## src/rtl/shift_merge_pipe_if.sv

```systemverilog
// Request/response bundle for shift_merge_pipe: valid/ready request side
// with field controls and operands, valid/ready result side.
interface shift_merge_pipe_if #(
    parameter int WIDTH = 32,
    parameter int LW    = $clog2(WIDTH)
);
    logic             inValid;
    logic             inReady;
    logic [1:0]       op;
    logic             modeBit;
    logic             useSa;
    logic [LW-1:0]    posIn;
    logic [LW-1:0]    lenIn;
    logic [WIDTH-1:0] saReg;
    logic [WIDTH-1:0] a;
    logic [WIDTH-1:0] b;
    logic             outValid;
    logic             outReady;
    logic [WIDTH-1:0] result;
    logic             fieldErr;

    modport master (
        output inValid, op, modeBit, useSa, posIn, lenIn,
        output saReg, a, b, outReady,
        input  inReady, outValid, result, fieldErr
    );

    modport slave (
        input  inValid, op, modeBit, useSa, posIn, lenIn,
        input  saReg, a, b, outReady,
        output inReady, outValid, result, fieldErr
    );
endinterface

```

## src/rtl/shift_merge_pipe.sv

```systemverilog
// Two-stage extract / deposit / double-shift-right unit, big-endian bit numbering.
// Define SHIFT_MERGE_FIELD_CHK_EN to flag EXTR/DEP fields that cross bit 0.
module shift_merge_pipe #(
    parameter int WIDTH = 32,
    parameter int LW    = $clog2(WIDTH)
) (
    input logic               clk,
    input logic               rstN,
    shift_merge_pipe_if.slave bus
);

    typedef enum logic [1:0] {
        OP_EXTR = 2'd0,
        OP_DEP  = 2'd1,
        OP_DSR  = 2'd2,
        OP_RSV  = 2'd3
    } op_e;

    typedef struct packed {
        op_e              op;
        logic             modeBit;
        logic [LW-1:0]    pl;
        logic [LW-1:0]    pr;
        logic             err;
        logic [WIDTH-1:0] a;
        logic [WIDTH-1:0] b;
    } s1_t;

    localparam logic [WIDTH-1:0] ONES = {WIDTH{1'b1}};

    logic             live_q, live_d;
    logic             s1_valid_q, s1_valid_d;
    s1_t              s1_q, s1_d;
    logic             s2_valid_q, s2_valid_d;
    logic [WIDTH-1:0] result_q, result_d;
    logic             field_err_q, field_err_d;

    logic             adv1, adv2, in_ready, accept;
    logic [LW-1:0]    sa, pl_new;
    logic             clamp, err_new;
    logic             unusedSaHi;

    assign unusedSaHi = ^bus.saReg[WIDTH-1:LW];

    // Stage 1 decode: shift amount, clamped field ends
    always_comb begin
        sa     = bus.useSa ? bus.saReg[LW-1:0] : bus.posIn;
        clamp  = bus.lenIn > sa;
        pl_new = clamp ? '0 : sa - bus.lenIn;
`ifdef SHIFT_MERGE_FIELD_CHK_EN
        err_new = clamp &&
                  (bus.op == OP_EXTR || bus.op == OP_DEP);
`else
        err_new = 1'b0;
`endif
    end

    // A stage may advance whenever the one after it is empty or draining
    assign adv2     = !s2_valid_q || bus.outReady;
    assign adv1     = !s1_valid_q || adv2;
    assign in_ready = live_q && adv1;
    assign accept   = bus.inValid && in_ready;

    always_comb begin
        live_d     = 1'b1;
        s1_valid_d = s1_valid_q;
        s1_d       = s1_q;
        s2_valid_d = s2_valid_q;
        if (adv1) begin
            s1_valid_d = accept;
        end
        if (accept) begin
            s1_d.op      = op_e'(bus.op);
            s1_d.modeBit = bus.modeBit;
            s1_d.pl      = pl_new;
            s1_d.pr      = sa;
            s1_d.err     = err_new;
            s1_d.a       = bus.a;
            s1_d.b       = bus.b;
        end
        if (adv2) begin
            s2_valid_d = s1_valid_q;
        end
    end

    logic [LW-1:0]      s2_shift, s2_msh;
    logic [WIDTH-1:0]   low_mask, fld_mask, top_bit;
    logic [WIDTH-1:0]   ext, extr_res, dep_res, dsr_res, bg;
    logic [2*WIDTH-1:0] cat;
    logic               sgn;
    logic [WIDTH-1:0]   calc_res;
    logic               calc_err;

    // Big-endian position pr maps to little-endian bit WIDTH-1-pr, i.e. ~pr
    always_comb begin
        s2_shift = ~s1_q.pr;
        s2_msh   = s2_shift + s1_q.pl;
        low_mask = ONES >> s2_msh;
        fld_mask = low_mask << s2_shift;
        top_bit  = low_mask ^ (low_mask >> 1);

        ext      = (s1_q.a >> s2_shift) & low_mask;
        sgn      = |(ext & top_bit);
        extr_res = (s1_q.modeBit && sgn) ? (ext | ~low_mask) : ext;

        bg       = s1_q.modeBit ? '0 : s1_q.a;
        dep_res  = (bg & ~fld_mask) |
                   ((s1_q.b << s2_shift) & fld_mask);

        cat      = {s1_q.a, s1_q.b} >> s1_q.pr;
        dsr_res  = cat[WIDTH-1:0];

        calc_res = '0;
        calc_err = 1'b0;
        unique case (s1_q.op)
            OP_EXTR: begin
                calc_res = extr_res;
                calc_err = s1_q.err;
            end
            OP_DEP: begin
                calc_res = dep_res;
                calc_err = s1_q.err;
            end
            OP_DSR: begin
                calc_res = dsr_res;
            end
            default: begin
                calc_res = '0;
                calc_err = 1'b0;
            end
        endcase
    end

    always_comb begin
        result_d    = result_q;
        field_err_d = field_err_q;
        if (adv2 && s1_valid_q) begin
            result_d    = calc_res;
            field_err_d = calc_err;
        end
    end

    always_ff @(posedge clk or negedge rstN) begin
        if (!rstN) begin
            live_q      <= 1'b0;
            s1_valid_q  <= 1'b0;
            s1_q        <= '0;
            s2_valid_q  <= 1'b0;
            result_q    <= '0;
            field_err_q <= 1'b0;
        end else begin
            live_q      <= live_d;
            s1_valid_q  <= s1_valid_d;
            s1_q        <= s1_d;
            s2_valid_q  <= s2_valid_d;
            result_q    <= result_d;
            field_err_q <= field_err_d;
        end
    end

    assign bus.inReady  = in_ready;
    assign bus.outValid = s2_valid_q;
    assign bus.result   = result_q;
    assign bus.fieldErr = field_err_q;

endmodule

```

## src/flat_wrapper.sv

```systemverilog
// flat-port wrapper written by rule: the top's interface ports become plain ports
module shift_merge_pipe_flat 
#(
    parameter int WIDTH = 32,
    parameter int LW    = $clog2(WIDTH)
)
  (clk, rstN, bus_inValid, bus_op, bus_modeBit, bus_useSa, bus_posIn, bus_lenIn, bus_saReg, bus_a, bus_b, bus_outReady, bus_inReady, bus_outValid, bus_result, bus_fieldErr);
  shift_merge_pipe_if #(.WIDTH(WIDTH), .LW(LW)) bus_i ();
  input logic clk;
  input logic rstN;
  input wire logic [$bits(bus_i.inValid)-1:0] bus_inValid;
  input wire logic [$bits(bus_i.op)-1:0] bus_op;
  input wire logic [$bits(bus_i.modeBit)-1:0] bus_modeBit;
  input wire logic [$bits(bus_i.useSa)-1:0] bus_useSa;
  input wire logic [$bits(bus_i.posIn)-1:0] bus_posIn;
  input wire logic [$bits(bus_i.lenIn)-1:0] bus_lenIn;
  input wire logic [$bits(bus_i.saReg)-1:0] bus_saReg;
  input wire logic [$bits(bus_i.a)-1:0] bus_a;
  input wire logic [$bits(bus_i.b)-1:0] bus_b;
  input wire logic [$bits(bus_i.outReady)-1:0] bus_outReady;
  output wire logic [$bits(bus_i.inReady)-1:0] bus_inReady;
  output wire logic [$bits(bus_i.outValid)-1:0] bus_outValid;
  output wire logic [$bits(bus_i.result)-1:0] bus_result;
  output wire logic [$bits(bus_i.fieldErr)-1:0] bus_fieldErr;
  assign bus_i.inValid = bus_inValid;
  assign bus_i.op = bus_op;
  assign bus_i.modeBit = bus_modeBit;
  assign bus_i.useSa = bus_useSa;
  assign bus_i.posIn = bus_posIn;
  assign bus_i.lenIn = bus_lenIn;
  assign bus_i.saReg = bus_saReg;
  assign bus_i.a = bus_a;
  assign bus_i.b = bus_b;
  assign bus_i.outReady = bus_outReady;
  assign bus_inReady = bus_i.inReady;
  assign bus_outValid = bus_i.outValid;
  assign bus_result = bus_i.result;
  assign bus_fieldErr = bus_i.fieldErr;
  shift_merge_pipe #(.WIDTH(WIDTH), .LW(LW)) u_core (.clk(clk), .rstN(rstN), .bus(bus_i));
endmodule
```

## config.mk

```make
export PLATFORM = sky130hd
export DESIGN_NAME = shift_merge_pipe_flat
export DESIGN_NICKNAME = d
export VERILOG_FILES = /design/src/rtl/shift_merge_pipe_if.sv /design/src/rtl/shift_merge_pipe.sv /design/src/flat_wrapper.sv
export SDC_FILE = /design/constraint.sdc
export NUM_CORES = 1
export LEC_CHECK = 0
export CELL_PAD_IN_SITES_DETAIL_PLACEMENT = 1
export CELL_PAD_IN_SITES_GLOBAL_PLACEMENT = 1
export CORE_UTILIZATION = 25
export CTS_CLUSTER_SIZE = 8
export DETAILED_ROUTE_END_ITERATION = 7
export GPL_TIMING_DRIVEN = 0
export PLACE_DENSITY_LB_ADDON = 0.1
export SLEW_MARGIN = 20
export SYNTH_ARGS = -nofsm -noshare
export SYNTH_HDL_FRONTEND = slang
export SYNTH_SLANG_ARGS = --single-unit
```

## constraint.sdc

```tcl
create_clock -name clk -period 14.05 [get_ports clk]
set_input_delay 2.81 -clock clk [delete_from_list [all_inputs] [get_ports clk]]
set_output_delay 2.81 -clock clk [all_outputs]
set_load 0.005 [all_outputs]
```

Word-level counts from Yosys, hierarchy flattened:

Cells that the tools add are included.
W data, S select, Z words.

* output and inout bits: 35
* input port bits: 114
* register bits: 112

* reduce and logical (&&, ||, !) cells: 10
* equal/unequal tests: 2
* $add $sub $neg: 2
* bitwise operators: 10
* mux-type cells: 5
* shifts and indexed selects: 5
* magnitude comparators: 1

Operators by type and width (count)
* $and A32 B32 Y32: 4
* $pmux W32 S3: 1
* $mux W32: 2
* $not A32 Y32: 2
* $or A32 B32 Y32: 2
* $shl A32 B5 Y32: 2
* $shr A64 B5 Y32: 1
* $reduce_or A32 Y1: 1
* $shr A32 B5 Y32: 1
* $shr A32 B5 Y32 const A: 1
* $xor A32 B31 Y32: 1
* $mux W5: 2
* $add A5 B5 Y5: 1
* $gt A5 B5 Y1: 1
* $not A5 Y5: 1
* $sub A5 B5 Y5: 1
* $logic_and A1 B1 Y1: 4
* $eq A2 B1 Y1 const B: 1
* $eq A2 B2 Y1 const B: 1
* $logic_not A1 Y1: 2
* $logic_not A2 Y1: 1
* $logic_or A1 B1 Y1: 2

Longest topological paths before layout:

Gate-level depths: netlist of the first run.

* depth after elaboration: 9
* gate-level depth with buffers: 22

Least setup slack after synthesis of the first run:

No wires, ideal clock.

* kind: input -> output
* start: input bus_outReady
* end: output bus_inReady
* stages: 2
* data required time: 11240 ps
* path slack: 8113 ps
* path buffers: 0
* arrival: 3127 ps
* cells stage by stage: nand3b_1 > and2_1

* cells in the longest elaborated chain, start to end: 3

RTL lines
* start, declared: RTL line flat_wrapper.sv:20 `input wire logic [$bits(bus_i.outReady)-1:0] bus_outReady;`
* $logic_or A1 B1 Y1: RTL line shift_merge_pipe.sv:59 `assign adv2 = !s2_valid_q || bus.outReady;`
* $logic_or A1 B1 Y1: RTL line shift_merge_pipe.sv:60 `assign adv1 = !s1_valid_q || adv2;`
* $logic_and A1 B1 Y1: RTL line shift_merge_pipe.sv:61 `assign in_ready = live_q && adv1;`
* end, declared: RTL line flat_wrapper.sv:21 `output wire logic [$bits(bus_i.inReady)-1:0] bus_inReady;`

No other way between the ends.

Worst setup path after layout of the first run:

* start: register u_core.s1_q[67] in the netlist's numbering
* end: register u_core.result_q[29], in the netlist u_core.bus.result[29]

* cells in the longest elaborated chain, start to end: 9
* elaborated cells between the ends (all ways): 20
* classes of those cells: add/sub: 1; shift: 5; mux: 2; bitwise: 10; reduce/logical: 2

RTL lines
* start, declared: RTL line shift_merge_pipe.sv:33 `s1_t s1_q, s1_d;`
* start signal, assigned: RTL line shift_merge_pipe.sv:147 `s1_q <= '0;`
* start signal, assigned: RTL line shift_merge_pipe.sv:154 `s1_q <= s1_d;`
* branches (longest 8 deep; another with $add A5 B5 Y5)
* $pmux W32 S3 (*): RTL line shift_merge_pipe.sv:115 `unique case (s1_q.op)`
* end signal, assigned: RTL line shift_merge_pipe.sv:156 `result_q <= result_d;`
* end, declared: RTL line shift_merge_pipe.sv:35 `logic [WIDTH-1:0] result_q, result_d;`

Every way passes the cells marked *.
A chain may end at the register's enable or synchronous reset.

==> impl_metrics.tcl, run 1 <==
set metrics [dict create \
    rr_startpoint "u_core.s1_q[67]$_DFFE_PN0P_" \
    port_buffers 120 \
    routed_wirelength_um 93500 \
    drc 0 \
    clkSinkCount 112 \
    postRouteAntennaNets 0 \
    synth_ff_type "dfrtp_1" \
    cts-resized-gates 0 \
    rsz0062_at_grt "false" \
    wire_per_inst_um 38.2 \
    io_pins 149 \
    drt_iter0_drc 1604 \
    drv_slew 0 \
    drive_above_1_share 0.156 \
    fmax_ghz 0.120 \
    fin_ws_ps 5740 \
    area_growth_pct 18.4 \
    first_pass_iters 5 \
    postCtsHoldBufs 0 \
    synth_most_common_cell "nand2_1" \
    netlist_instances 1614 \
    arrival_ps 8640 \
    hp-start "u_core.bus.result[19]$_DFFE_PN0P_" \
    design_area_mm2 0.0157 \
    dr_total_vias 15200 \
    setup_viol 0 \
    synth_fp_nets 1739 \
    initial_core_util 0.253 \
    place_hpwl_um 73600 \
    min_period_ps 8310 \
    grt_max_degree 58 \
    skew_ps 18.1 \
    seq_area_frac_synth 0.211 \
    fp.dieH_um 232 \
    vias_per_cell 6.22 \
    max-vdd-ir-drop_v 0.0000788 \
    cts_inserted_buffers 9 \
    htree_levels 3 \
    clockRootBuffer "clkbuf_16" \
    grt_overflow_total 0 \
    cts_setup_buffers 0 \
    yosysTopAreaCellShare 0.211 \
    ys_types 89 \
    finalHoldViolCount 0 \
    setup_tns_ps 0 \
    clock_latency_ps 420 \
    finalNetCount 1874 \
    worst_pin_slew_ps 1190 \
    post-place-ws_ps 6100 \
    clk_pin_slew_ps 90 \
    ys_seq_elements 112 \
    critPathLaunch "u_core.s1_q[67]$_DFFE_PN0P_" \
    synthArstFlopShare 1.00 \
    die_w_um 232 \
    rows 84 \
    synth-edff-count 0 \
    synth.largest_area_cell "dfrtp_1" \
    syn_area_mm2 0.0133 \
    finalCritPeriodShare 0.591 \
    critPathLaunchType "register" \
    slew_headroom 0.204 \
    grt_pass1_vias 15200 \
    critPathMaxFanout 10 \
    dpl_cell_area_mm2 0.0154 \
    grt_util_all_layers 0.347 \
    yosys_warnings 0 \
    final_util 0.299 \
    clock_path_buffers 2 \
    cap_violations 0 \
    grt_pass1_wl_um 129000 \
    status "complete, no violations" \
    worstPathRequired_ps 14390 \
    cellLeakagePower_nw 6.08 \
    synth_area_leaders "dfrtp_1 21%, mux2_2 11%, mux2i_1 10%, mux4_2 7.6%, nand2_1 5.5%" \
    gp_congestion 0.985 \
    p_per_area_mw_per_mm2 198 \
    synth_common_cells "196 x nand2_1, 147 x nor2_1, 139 x mux2i_1" \
    antenna_found_initial 8 \
    coreArea_mm2 0.0526 \
    die-area_mm2 0.0540 \
    synth.avg_cell_area_um2 8.23 \
    cts_tree "built" \
    hp-class "reg2reg" \
    path_class "reg2reg" \
    endpoint_kind "register" \
]
registers in the layout, summed over array words and instances, names as in the netlist:
signal / cells
u_core.bus.result: 32
u_core.s1_q: 77
u_core.s1_valid_q: 1
u_core.live_q: 1
u_core.bus.outValid: 1
metal layers:
metal | share of wire | global-route usage | vias to the layer above
li1 | - | - | 6320
met1 | 0.44 | 0.476 | 7891
met2 | 0.43 | 0.527 | 798
met3 | 0.069 | 0.0548 | 185
met4 | 0.054 | 0.171 | 4
met5 | 0.00029 | 0 | -
final cells by class:
type / instances / area [µm²]
Timing Repair Buffer: 124 / 1250
Tap cell: 688 / 861
Fill cell: 6235 / 36800
Clock buffer: 9 / 225
Multi-Input combinational cell: 1327 / 9680
Buffer: 160 / 747
Inverter: 15 / 56.3
Sequential cell: 112 / 2800
Clock inverter: 7 / 93.8
Antenna cell: 2 / 5.00
power by group:
group / total (W) / switching, W / internal, W / leakage [nW]
combinational: 0.00231 / 0.00160 / 0.000718 / 4.56
sequential: 0.000492 / 0.000100 / 0.000392 / 1.37
clock: 0.000300 / 0.000169 / 0.000131 / 0.154
cell families after synthesis:
kind of cell / share of synthesized area
simple gates: 0.172
compound gates: 0.242
mux: 0.293
buf+inv: 0.0603
flops: 0.211
fa+ha+maj: 0.0130
xor+xnor: 0.00801
other cells: 0.000566
layout by cell type (no fill, tap or decap), types with 10 or more instances in the layout:
cell	n
a211oi_1	21
a21o_1	15
a21oi_1	107
a221oi_1	12
a22oi_1	20
a31oi_1	17
a32oi_1	11
and3_1	11
buf_1	21
buf_2	27
buf_4	16
clkbuf_1	89
clkdlybuf4s50_1	119
dfrtp_1	112
inv_1	12
mux2_2	127
mux2i_1	139
mux4_2	45
nand2_1	196
nand2b_1	25
nand3_1	30
nor2_1	147
nor2b_1	15
nor3_1	24
o211ai_1	24
o21ai_0	117
o221ai_1	13
o22ai_1	20
o31ai_1	12
or3_1	10
worst max-delay path: stages (launching register included):
cell and delay, ps:
dfrtp_1 390, buf_2 240, buf_2 270, inv_1 160
buf_2 320, buf_2 460, buf_1 750, clkbuf_1 710
ha_1 370, o21ai_0 140, or2_2 280, clkbuf_1 180
nand2_1 290, clkbuf_1 740, clkbuf_1 740, buf_2 430
nand2_1 260, o221ai_1 400, nand3_1 190, mux2i_1 490
a21oi_1 140, a22oi_1 200
per-stage QoR:
step	std cells	hold slack, ps	total power [W]
finish	2444	497	0.00311
global route	2442	546	0.00319
CTS	2442	509	0.00303
detailed placement	2426	487	0.00271
global placement	2422	480	0.00273
floorplan	1614	453	0.00168
worst paths after layout:
check | end | slack (ps) | cells past startpoint
max in group asynchronous | u_core.s1_q[72]$_DFFE_PN0P_ | 11060 | 2
worst min-delay path | u_core.bus.result[19]$_DFFE_PN0P_ | 500 | 2
worst max-delay path | u_core.bus.result[29]$_DFFE_PN0P_ | 5740 | 21
worst max register to register | u_core.bus.result[29]$_DFFE_PN0P_ | 5740 | 21
worst min register to register | u_core.bus.result[19]$_DFFE_PN0P_ | 500 | 2
min in group asynchronous | u_core.s1_q[36]$_DFFE_PN0P_ | 2290 | 1
No activity file was read; power rests on OpenSTA's default activity.
==> run 2, diff against run 1 <==
- clock period: 14.05 -> 7.15 ns (I/O delays scaled with it)
==> impl_metrics.tcl, run 2 (synthesis results as in run 1) <==
set metrics [dict create \
    initial_core_util 0.253 \
    routed_wirelength_um 93300 \
    arrival_ps 7510 \
    htree_levels 3 \
    skew_ps 19.4 \
    p_sw_frac 0.600 \
    hp-start "u_core.bus.result[19]$_DFFE_PN0P_" \
    final_common_cell "nand2_1" \
    clockRootBuffer "clkbuf_16" \
    slew_headroom 0.203 \
    io_pins 149 \
    place_hpwl_um 73600 \
    power_frac_clock 0.097 \
    drc 0 \
    fp.dieH_um 232 \
    first_pass_iters 5 \
    clkSinkCount 112 \
    timing.rr.end "u_core.bus.result[29]$_DFFE_PN0P_" \
    setup_viol 1 \
    rows 84 \
    rsz0062_at_grt "true" \
    cap_violations 0 \
    rrSetupSlack_ps -20 \
    post-place-ws_ps -797 \
    die_w_um 232 \
    drv_slew 0 \
    gp_congestion 0.985 \
    max_stage_delay_ps 730 \
    reg2reg_depth 19 \
    area_growth_pct 18.5 \
    vias_per_cell 6.19 \
    p_seq_frac 0.158 \
    stdcell_count 2442 \
    finalPower_w 0.00610 \
    p_per_area_mw_per_mm2 388 \
    critPathMaxFanout 10 \
    crit_chain "buf_2 > inv_1 > clkbuf_1 > buf_1 > buf_1 > ha_1 > o21ai_0 > or2_2 > clkbuf_1 > nand2_1 > clkbuf_2 > clkbuf_2 > buf_2 > nand2_1 > o221ai_1 > nand3_1 > mux2i_1 > a21oi_1 > a22oi_1" \
    coreArea_mm2 0.0526 \
    finalNetCount 1873 \
    largest_reg_flops 77 \
    place_inst 2426 \
    die-area_mm2 0.0540 \
    max-vdd-ir-drop_v 0.000155 \
    dr_total_vias 15100 \
    finalHoldViolCount 0 \
    grt_util_all_layers 0.346 \
    status "finished, violations left" \
    fmax_ghz 0.139 \
    postCtsHoldBufs 0 \
    rr_startpoint "u_core.s1_q[68]$_DFFE_PN0P_" \
    p_int_w 0.00244 \
    antenna_found_initial 7 \
    slowest_stage "clkbuf_1" \
    holdPathEnd "u_core.bus.result[19]$_DFFE_PN0P_" \
    critPathLaunchType "register" \
    hp-class "reg2reg" \
    clock_latency_ps 420 \
    grt_max_degree 58 \
    clk_pin_slew_ps 90 \
    path_class "reg2reg" \
    design_area_mm2 0.0157 \
    mostFrequentLayoutCells "196 x nand2_1, 146 x nor2_1, 139 x mux2i_1, 127 x mux2_2, 119 x clkdlybuf4s50_1" \
    clock_path_buffers 2 \
    crit_buf_inv 9 \
    largest_register "u_core.s1_q" \
    dpl_cell_area_mm2 0.0154 \
    worstPathRequired_ps 7480 \
    grt_pass1_vias 15200 \
    power_frac_comb 0.745 \
    port_buffers 120 \
    worst_pin_slew_ps 1200 \
    postRouteAntennaNets 0 \
    worst_path_dominant_cell_family "buffers and inverters" \
    drt_iter0_drc 1624 \
    grt_pass1_wl_um 128000 \
    min_period_ps 7170 \
    cts_setup_buffers 0 \
    grt_overflow_total 0 \
    wire_per_inst_um 38.2 \
    violations "setup timing" \
    cts_inserted_buffers 9 \
    drive_above_1_share 0.161 \
    endpoint_kind "register" \
    p_sw_w 0.00366 \
    finalCritPeriodShare 1.00 \
    holdPathStages 2 \
    fin_ws_ps -24.3 \
    cts_tree "built" \
    cellLeakagePower_nw 6.10 \
]
==> run 2: layout make-up <==
type / count / area, µm²
Fill cell: 6236 / 36800
Clock inverter: 7 / 93.8
Buffer: 159 / 752
Antenna cell: 1 / 2.50
Multi-Input combinational cell: 1327 / 9690
Clock buffer: 9 / 225
Sequential cell: 112 / 2800
Tap cell: 688 / 861
Timing Repair Buffer: 124 / 1250
Inverter: 15 / 56.3
==> run 2: worst max-delay path by stage <==
stage               slack [ps]                                 to  cells past startpoint                         from
finish                     -20  u_core.bus.result[29]$_DFFE_PN0P_                     19  u_core.s1_q[68]$_DFFE_PN0P_
global route                -3  u_core.bus.result[29]$_DFFE_PN0P_                     19  u_core.s1_q[68]$_DFFE_PN0P_
CTS                        150  u_core.bus.result[29]$_DFFE_PN0P_                     19  u_core.s1_q[65]$_DFFE_PN0P_
detailed placement        -800  u_core.bus.result[29]$_DFFE_PN0P_                     21  u_core.s1_q[67]$_DFFE_PN0P_
global placement          -940  u_core.bus.result[29]$_DFFE_PN0P_                     21  u_core.s1_q[67]$_DFFE_PN0P_
floorplan                 2400   u_core.bus.result[3]$_DFFE_PN0P_                     21  u_core.s1_q[65]$_DFFE_PN0P_
==> run 2: repair_timing <==
item,4_1_cts,5_1_grt
gates resized for setup,5,8
setup endpoints to repair,16,4
gates cloned,0,0
==> run 2: routing by layer <==
metal,vias to the layer above,wire length (µm),share of wire,global-route usage
met5,-,26,0.00028,0
met4,4,5320,0.057,0.178
met3,178,6510,0.070,0.0569
met2,796,40200,0.43,0.523
met1,7830,41200,0.44,0.473
li1,6320,-,-,-
==> run 2: through the flow <==
| stage | hold WS (ps) | util | setup TNS (ps) |
|---|---|---|---|
| finish | 496 | 0.299 | -24.3 |
| global route | 546 | 0.299 | -3.21 |
| CTS | 509 | 0.299 | 0 |
| detailed placement | 487 | 0.293 | -3320 |
| global placement | 480 | 0.292 | -47010 |
| floorplan | 453 | - | 0 |
==> run 2: power groups by stage <==
stage                     logic, W  registers [W]  clock network (W)
final                      0.00455       0.000968           0.000590
after global routing       0.00466       0.000982           0.000626
after CTS                  0.00438       0.000962           0.000610
after detailed placement   0.00436       0.000974                  0
after global placement     0.00438       0.000971                  0
after floorplan            0.00243       0.000876                  0
==> run 2: worst register-to-register path, cell delays in order, from the launching register on <==
cell	delay, ps
dfrtp_1	390
buf_2	230
inv_1	150
clkbuf_1	730
buf_1	640
buf_1	730
ha_1	350
o21ai_0	120
or2_2	280
clkbuf_1	180
nand2_1	330
clkbuf_2	460
clkbuf_2	490
buf_2	380
nand2_1	260
o221ai_1	380
nand3_1	190
mux2i_1	480
a21oi_1	150
a22oi_1	200
==> run 3, diff against run 2 <==
- CELL_PAD_IN_SITES_DETAIL_PLACEMENT: 1 -> default
- CELL_PAD_IN_SITES_GLOBAL_PLACEMENT: 1 -> default
- PLACE_DENSITY_LB_ADDON: 0.1 -> default
- SKIP_LAST_GASP: default -> 1
- TNS_END_PERCENT: default -> 50
==> impl_metrics.tcl, run 3 (synthesis results as in run 1) <==
set metrics [dict create \
    status "finished, violations left" \
    violations "DRC" \
    fmax_ghz 0.142 \
    clkSinkCount 112 \
    p_per_area_mw_per_mm2 388 \
    cellLeakagePower_nw 6.09 \
    rows 84 \
    rsz0062_at_grt "true" \
    gp_congestion 1.03 \
    arrival_ps 7310 \
    crit_chain "buf_4 > clkinv_1 > buf_2 > buf_2 > clkbuf_2 > clkbuf_2 > ha_1 > fa_1 > clkbuf_1 > nand2_1 > nor2_1 > nand3_1 > o31ai_1 > mux2i_1 > a22oi_1 > nand2b_1 > nor3_1 > a211oi_1 > o221ai_1" \
    cp.depth 19 \
    min_period_ps 7040 \
    slew_headroom 0.150 \
    drive_above_1_share 0.160 \
    wire_per_inst_um 36.6 \
    largest_register "u_core.s1_q" \
    finalCritPeriodShare 0.985 \
    worst_pin_slew_ps 1270 \
    grt_max_degree 67 \
    area_growth_pct 18.3 \
    endpoint_kind "register" \
    drt_iter0_drc 2278 \
    dr_total_vias 15500 \
    die-area_mm2 0.0540 \
    holdWs_ps 513 \
    setup_tns_ps 0 \
    use_met2 0.481 \
    finalHoldViolCount 0 \
    skew_ps 24.0 \
    crit_buf_inv 7 \
    cts_setup_buffers 0 \
    critPathLaunchType "register" \
    postCtsHoldBufs 0 \
    grt_pass1_wl_um 123000 \
    met3_usage 0.0869 \
    io_pins 149 \
    grt_most_used_layer "met2" \
    htree_levels 3 \
    vias_per_cell 6.37 \
    path_class "reg2reg" \
    crit_end "u_core.bus.result[9]$_DFFE_PN0P_" \
    first_pass_iters 8 \
    max-vdd-ir-drop_v 0.000142 \
    cts_tree "built" \
    place_hpwl_um 70200 \
    grt_overflow_total 0 \
    postRouteAntennaNets 0 \
    worstPathRequired_ps 7420 \
    antenna_found_initial 4 \
    routed_wirelength_um 89300 \
    rrSetupSlack_ps 110 \
    timing.rr.end "u_core.bus.result[9]$_DFFE_PN0P_" \
    hp-class "reg2reg" \
    finalNetCount 1870 \
    fp.dieH_um 232 \
    drc 2 \
    worst_path_dominant_cell_family "buffers and inverters" \
    drv_slew 0 \
    grt_util_all_layers 0.331 \
    clock_latency_ps 430 \
    max_stage_delay_ps 990 \
    coreArea_mm2 0.0526 \
    port_buffers 120 \
    setup_viol 0 \
    grt_pass1_vias 14800 \
    slowest_stage "o31ai_1" \
    reg2reg_depth 19 \
    critPathLaunch "u_core.s1_q[65]$_DFFE_PN0P_" \
    critPathMaxFanout 10 \
    final_common_cell "nand2_1" \
    largest_reg_flops 77 \
    nFillCells 5725 \
    grt_use_met1 0.444 \
    clock_path_buffers 2 \
    initial_core_util 0.253 \
    die_w_um 232 \
    clk_pin_slew_ps 90 \
    cts_inserted_buffers 9 \
    clockRootBuffer "clkbuf_16" \
    cap_violations 0 \
    rr_startpoint "u_core.s1_q[65]$_DFFE_PN0P_" \
    mostFrequentLayoutCells "196 x nand2_1, 147 x nor2_1, 139 x mux2i_1, 127 x mux2_2, 119 x clkdlybuf4s50_1" \
    finalPower_w 0.00610 \
]
==> run 3: cell count changes in the layout (fill, tap and decap cells not counted), sizes merged <==
cell,delta
buf,-3
diode,+2
inv,-2
clkdlybuf4s15,+1
clkinv,+1
==> run 3: worst min-delay path by stage <==
stage	startpoint	end	cells after the start
after detailed placement	u_core.bus.result[0]$_DFFE_PN0P_	u_core.bus.result[0]$_DFFE_PN0P_	1
after floorplan	u_core.s1_q[70]$_DFFE_PN0P_	u_core.s1_q[70]$_DFFE_PN0P_	2
after global placement	u_core.bus.result[19]$_DFFE_PN0P_	u_core.bus.result[19]$_DFFE_PN0P_	2
after CTS	u_core.bus.result[0]$_DFFE_PN0P_	u_core.bus.result[0]$_DFFE_PN0P_	1
final	u_core.bus.result[9]$_DFFE_PN0P_	u_core.bus.result[9]$_DFFE_PN0P_	2
after global routing	u_core.bus.result[19]$_DFFE_PN0P_	u_core.bus.result[19]$_DFFE_PN0P_	2
==> run 3: layout make-up <==
cell class / count / area (µm²) / share of cell area
multi-input combinational: 1327 / 9690 / 0.617
sequential: 112 / 2800 / 0.178
timing repair buffer: 122 / 1240 / 0.0788
tap: 688 / 861 / 0.0548
buffer: 158 / 753 / 0.0479
clock buffer: 10 / 239 / 0.0152
clock inverter: 6 / 62.6 / 0.00398
inverter: 15 / 56.3 / 0.00358
antenna: 3 / 7.51 / 0.000478
==> run 3: worst min-delay path, stage by stage (launching register included) <==
cell and delay (ps):
dfrtp_1 350, nand2_1 60, o221ai_1 60
==> run 3: what timing repair did <==
item,in CTS,in global routing
endpoints found under the setup margin,15,9
pin swaps,0,0
gates cloned,0,0
resized for setup,3,11
==> run 3: metrics by stage <==
stage / std cells / util / setup WS, ps / area (µm²)
2_1_floorplan: 1614 / - / 2400 / 13300
3_3_place_gp: 2422 / 0.292 / -427 / 15300
3_5_place_dp: 2424 / 0.293 / -401 / 15400
4_1_cts: 2439 / 0.299 / 63.1 / 15700
5_1_grt: 2438 / 0.299 / -70.9 / 15700
6_report: 2441 / 0.299 / 108 / 15700
==> run 3: report_power, final <==
group / internal [W] / switching, W / total, W
sequential: 0.000771 / 0.000214 / 0.000985
combinational: 0.00141 / 0.00313 / 0.00455
clock: 0.000256 / 0.000313 / 0.000569
total: 0.00244 / 0.00366 / 0.00610
==> run 3: per-layer routing <==
metal / share of wire / up-vias
li1: - / 6327
met1: 0.41 / 7798
met2: 0.42 / 1166
met3: 0.11 / 252
met4: 0.061 / 4
met5: 0.00030 / -
